===== src/rtl/conv_pixel_engine.sv =====
// ============================================================================
//  Module      : conv_pixel_engine
//  Description : int8 MAC engine producing one leaky-ReLU, requantized int8
//                output per MACS weight/activation pairs.
//  Revision    : 1.0 - initial release
// ============================================================================
`timescale 1ns/1ps
`default_nettype none

module conv_pixel_engine #(
    parameter int MACS    = 576,
    parameter int SCALE_Q = 16
) (
    input  logic               clk,
    input  logic               rst,
    input  logic               start,
    input  logic signed [31:0] bias,
    input  logic        [15:0] scale,
    input  logic               in_valid,
    output logic               in_ready,
    input  logic signed [7:0]  weight,
    input  logic signed [7:0]  activation,
    output logic               out_valid,
    input  logic               out_ready,
    output logic signed [7:0]  out_int8,
    output logic signed [31:0] out_acc,
    output logic               busy
);

    localparam int CNT_W = $clog2(MACS + 1);
    localparam logic signed [47:0] c_half = 48'sd1 <<< (SCALE_Q - 1);
    localparam logic signed [47:0] c_max  = 48'sd127;
    localparam logic signed [47:0] c_min  = -48'sd128;

    typedef enum logic [2:0] {
        S_IDLE = 3'd0,
        S_MAC  = 3'd1,
        S_ACT  = 3'd2,
        S_REQ  = 3'd3,
        S_OUT  = 3'd4
    } state_t;

    state_t              r_state;
    state_t              w_next;
    logic [CNT_W-1:0]    r_cnt;
    logic signed [31:0]  r_acc;
    logic signed [31:0]  r_bias;
    logic        [15:0]  r_scale;
    logic signed [31:0]  r_y;

    logic                w_accept;
    logic                w_last;
    logic signed [15:0]  w_prod;
    logic signed [31:0]  w_sum;
    logic signed [31:0]  w_leaky;
    logic signed [47:0]  w_y48;
    logic signed [47:0]  w_scale48;
    logic signed [47:0]  w_p;
    logic signed [47:0]  w_r;
    logic signed [7:0]   w_sat;

    assign w_accept  = (r_state == S_MAC) && in_valid;
    assign w_last    = (r_cnt == CNT_W'(MACS - 1));
    assign w_prod    = weight * activation;
    assign w_sum     = r_acc + r_bias;
    assign w_leaky   = w_sum[31] ? (w_sum >>> 3) : w_sum;

    // Scale is unsigned, so it is zero-extended before the signed multiply.
    assign w_y48     = {{16{r_y[31]}}, r_y};
    assign w_scale48 = {32'd0, r_scale};
    assign w_p       = w_y48 * w_scale48;
    assign w_r       = (w_p + c_half) >>> SCALE_Q;

    always_comb begin
        w_sat = w_r[7:0];
        if (w_r > c_max) begin
            w_sat = 8'sd127;
        end else if (w_r < c_min) begin
            w_sat = -8'sd128;
        end
    end

    always_ff @(posedge clk) begin
        if (rst) begin
            r_state <= S_IDLE;
        end else begin
            r_state <= w_next;
        end
    end

    always_comb begin
        w_next = r_state;
        case (r_state)
            S_IDLE:  if (start) w_next = S_MAC;
            S_MAC:   if (w_accept && w_last) w_next = S_ACT;
            S_ACT:   w_next = S_REQ;
            S_REQ:   w_next = S_OUT;
            S_OUT:   if (out_ready) w_next = S_IDLE;
            default: w_next = S_IDLE;
        endcase
    end

    always_ff @(posedge clk) begin
        if (rst) begin
            r_cnt    <= '0;
            r_acc    <= '0;
            r_bias   <= '0;
            r_scale  <= '0;
            r_y      <= '0;
            out_acc  <= '0;
            out_int8 <= '0;
        end else begin
            case (r_state)
                S_IDLE: begin
                    if (start) begin
                        r_bias  <= bias;
                        r_scale <= scale;
                        r_acc   <= '0;
                        r_cnt   <= '0;
                    end
                end
                S_MAC: begin
                    if (w_accept) begin
                        r_acc <= r_acc + {{16{w_prod[15]}}, w_prod};
                        r_cnt <= r_cnt + CNT_W'(1);
                    end
                end
                S_ACT: begin
                    out_acc <= w_sum;
                    r_y     <= w_leaky;
                end
                S_REQ: begin
                    out_int8 <= w_sat;
                end
                default: ;
            endcase
        end
    end

    assign in_ready  = (r_state == S_MAC);
    assign out_valid = (r_state == S_OUT);
    assign busy      = (r_state != S_IDLE);

endmodule

`default_nettype wire


===== config.mk =====
export PLATFORM = sky130hd
export DESIGN_NAME = conv_pixel_engine
export DESIGN_NICKNAME = d
export VERILOG_FILES = /design/src/rtl/conv_pixel_engine.sv
export SDC_FILE = /design/constraint.sdc
export NUM_CORES = 2
export LEC_CHECK = 0
export CAP_MARGIN = 0
export CORE_MARGIN = 3
export CORE_UTILIZATION = 40
export DETAILED_ROUTE_END_ITERATION = 6
export GPL_TIMING_DRIVEN = 0
export PLACE_DENSITY = 0.59
export SLEW_MARGIN = 25
export SYNTH_ARGS = -nofsm -noshare
export SYNTH_HDL_FRONTEND = slang
export SYNTH_SLANG_ARGS = --single-unit

===== constraint.sdc =====
create_clock -name clk -period 14 [get_ports clk]
set_input_delay 3.5 -clock clk [delete_from_list [all_inputs] [get_ports clk]]
set_output_delay 3.5 -clock clk [all_outputs]
set_load 0.02 [all_outputs]

==> results.json <==
{
  "drive_gt1_share_pct": 2.23,
  "p_per_area_nw_per_um2": 106,
  "rows": 100,
  "port-buffer-count": 109,
  "post_cts_resized": 0,
  "htreeDepth": 4,
  "fp.dieW_um": 282,
  "cts_setup_buffers": 0,
  "fin_crit_ps": 10310,
  "drt_first_pass_iters": 6,
  "grt_usage_pct": 23.5,
  "wirelength_um": 90400,
  "status": "complete, no violations",
  "fin_nets": 4552,
  "die_y_um": 282,
  "fin_crit_sh_pct": 73.6,
  "overflow": 0,
  "cp-start-kind": "input port",
  "max_stage_delay_ps": 550,
  "antenna_found_initial": 1,
  "vias": 24183,
  "yosys_warnings": 0,
  "root_buffer": "clkbuf_16",
  "final_core_util_pct": 44.6,
  "antenna_left": 0,
  "drt_iter0_markers": 1580,
  "critPathTopFamily": "compound AO/OA/AOI/OAI gates",
  "syn_inst": 3583,
  "end_kind": "flip-flop",
  "final-hold-violation-count": 0,
  "cts_tree": "yes",
  "synthesis.nets": 4423,
  "wl_per_cell_um": 19.3,
  "finalSetupTns_ps": 0,
  "viasPerCell": 5.15,
  "start_util_pct": 40.6,
  "worst_pin_slew_ps": 1050,
  "placed_cells": 4662,
  "max_freq_mhz": 97.0,
  "clockBufferDepth": 2,
  "synth.avg_cell_area_um2": 8.48,
  "dp_slack_ps": 3250,
  "cp.required_ps": 14360,
  "synth.distinct_cells": 88,
  "critPathArrivalTime_ps": 10670,
  "crit_fanout": 8,
  "relSlewSlack_pct": 30.1,
  "instances_no_fill": 4694,
  "place.gp.congestion": 0.928,
  "p_leak_nw": 16.3,
  "drv_cap": 0,
  "dieArea_um2": 79300,
  "setup_viol": 0,
  "cpMostUsedCell": "a21oi_1",
  "path_buf_inv": 3,
  "synth_edf_count": 0,
  "grt_pass1_wl_um": 143000,
  "clock_sinks": 164,
  "rsz0062_at_grt": "no",
  "io_pins": 112,
  "syn_to_final_growth_pct": 9.77,
  "power_mw": 3.53,
  "final_area_um2": 33400,
  "ir_drop_uv": 145,
  "clkLatencyLatePin_ps": 490,
  "place_area_um2": 32700,
  "drv_slew": 0,
  "skew_ps": 30.9,
  "synth_area_um2": 30400,
  "grt_pass1_vias": 24952,
  "crit_path_top_delay_cell": "clkdlybuf4s50_1",
  "critPathKind": "input port to flip-flop",
  "synth_flop_cell": "dfxtp_1",
  "clk_pin_slew_worst_paths_ps": 70,
  "ys_ff_latch": 164,
  "cts_hold_buf": 0,
  "hold_class": "flip-flop to flip-flop",
  "drc": 0,
  "whs_ps": 463,
  "grt_max_degree": 17,
  "core_area_um2": 74800,
  "antenna_cells": 0,
  "cts_made_buffers": 17,
  "fin_ws_ps": 3690,
  "async_flop_share_pct": 0,
  "seq_area_frac_synth_pct": 10.8,
  "dp_hpwl_um": 76600
}
[worst register-to-register path, stage by stage (launching register included)]
cell,delay (ps)
dfxtp_1,680
clkbuf_1,540
nand2_1,170
fa_1,560
inv_1,50
fa_1,490
inv_1,60
fa_1,530
inv_1,50
fa_1,500
fa_1,550
inv_1,60
fa_1,530
inv_1,40
ha_1,370
a21oi_1,260
o211ai_1,120
a221oi_1,480
nand4_1,320
a21oi_1,410
o41a_1,210
xnor2_1,160
nand4_1,110
or4_1,480
o41a_1,460
o32ai_1,160
[cell usage in the layout, fill, tap and decap left out, drive strengths merged, types with 10 or more instances in the layout]
master	count
buf	26
nand2b	18
fa	540
a211oi	23
inv	722
mux2i	10
and2	361
a21o	47
a2111oi	13
clkbuf	152
o21ai	76
nand2	437
a221oi	10
ha	231
clkdlybuf4s50	109
nor3	34
a21oi	178
nand3	29
nor2	159
a31oi	15
and3	25
nor2b	22
o21bai	13
xor2	32
xnor2	76
nand4	17
o21a	16
or3	18
a22oi	22
dfxtp	164
[kinds of logic (layout without fill, tap and decap cells)]
kind of cell / count (synthesis) / in the layout / share of synthesized area [%]
XOR/XNOR: 108 / 108 / 3.11
adder cells (fa/ha/maj): 771 / 771 / 45.1
AO/OA/AOI/OAI: 496 / 496 / 10.7
AND/OR/NAND/NOR: 1157 / 1157 / 19.0
buffers and inverters: 875 / 1017 / 10.9
flip-flops: 164 / 164 / 10.8
multiplexers: 12 / 12 / 0.404
[path summary, 6_finish.rpt]
path	startpoint	endpoint	slack, ps	cells after the start
worst max-delay path	activation[0]	r_acc[31]	3690	31
worst min-delay path	out_acc[8]	out_acc[8]	460	2
worst max register to register	r_scale[9]	out_int8[1]	5580	25
worst min register to register	out_acc[8]	out_acc[8]	460	2
[Yosys cell counts (all sizes together), types with 9 or more instances]
library cell    n  share of area, %
o21a           16              0.40
inv           717               8.9
nor2b          22              0.45
mux2i          10              0.33
a31oi          15              0.33
fa            540                36
nand2b         18              0.37
a21oi         178               2.9
nand2         437               5.4
a22oi          22              0.54
xor2           32              0.92
nand3          29              0.48
a211oi         23              0.60
dfxtp         164                11
nor3           34              0.56
and2          361               7.4
or3            18              0.37
a2111oi        13              0.41
and3           25              0.54
a221oi         10              0.29
xnor2          76               2.2
a21o           47               1.2
clkbuf        133               1.6
o21ai          76               1.3
nor2          159               2.0
buf            25              0.43
nand4          17              0.35
o21bai         13              0.32
ha            231               9.5
a31o            9              0.26
[metal layers]
layer | vias up | share of wire [%] | GRT usage [%]
met1 | 11946 | 46 | 32.7
met5 | - | 0.029 | 0
met4 | 4 | 2.0 | 4.68
met2 | 737 | 45 | 38.4
li1 | 11389 | - | -
met3 | 107 | 6.8 | 4.51
[layout make-up]
| cell class | instances | area, um2 |
|---|---|---|
| buffer | 158 | 631 |
| clock buffer | 19 | 453 |
| clock inverter | 13 | 193 |
| fill | 7531 | 41500 |
| inverter | 717 | 2690 |
| multi-input combinational | 2544 | 23800 |
| sequential | 164 | 3280 |
| tap | 969 | 1210 |
| timing repair buffer | 110 | 1100 |
[where the power goes]
part	internal, mW	switching (mW)	leakage (nW)
Combinational	0.945	1.41	14.7
Sequential	0.531	0.0965	1.33
Clock	0.312	0.238	0.317
Total	1.79	1.75	16.3
[sequential cells by signal (all words and copies together), names as in the netlist]
register / count
out_acc: 32
r_acc: 32
r_bias: 32
r_y: 31
r_scale: 16
r_cnt: 10
out_int8: 8
r_state: 3
(Power assumes the default switching activity.)
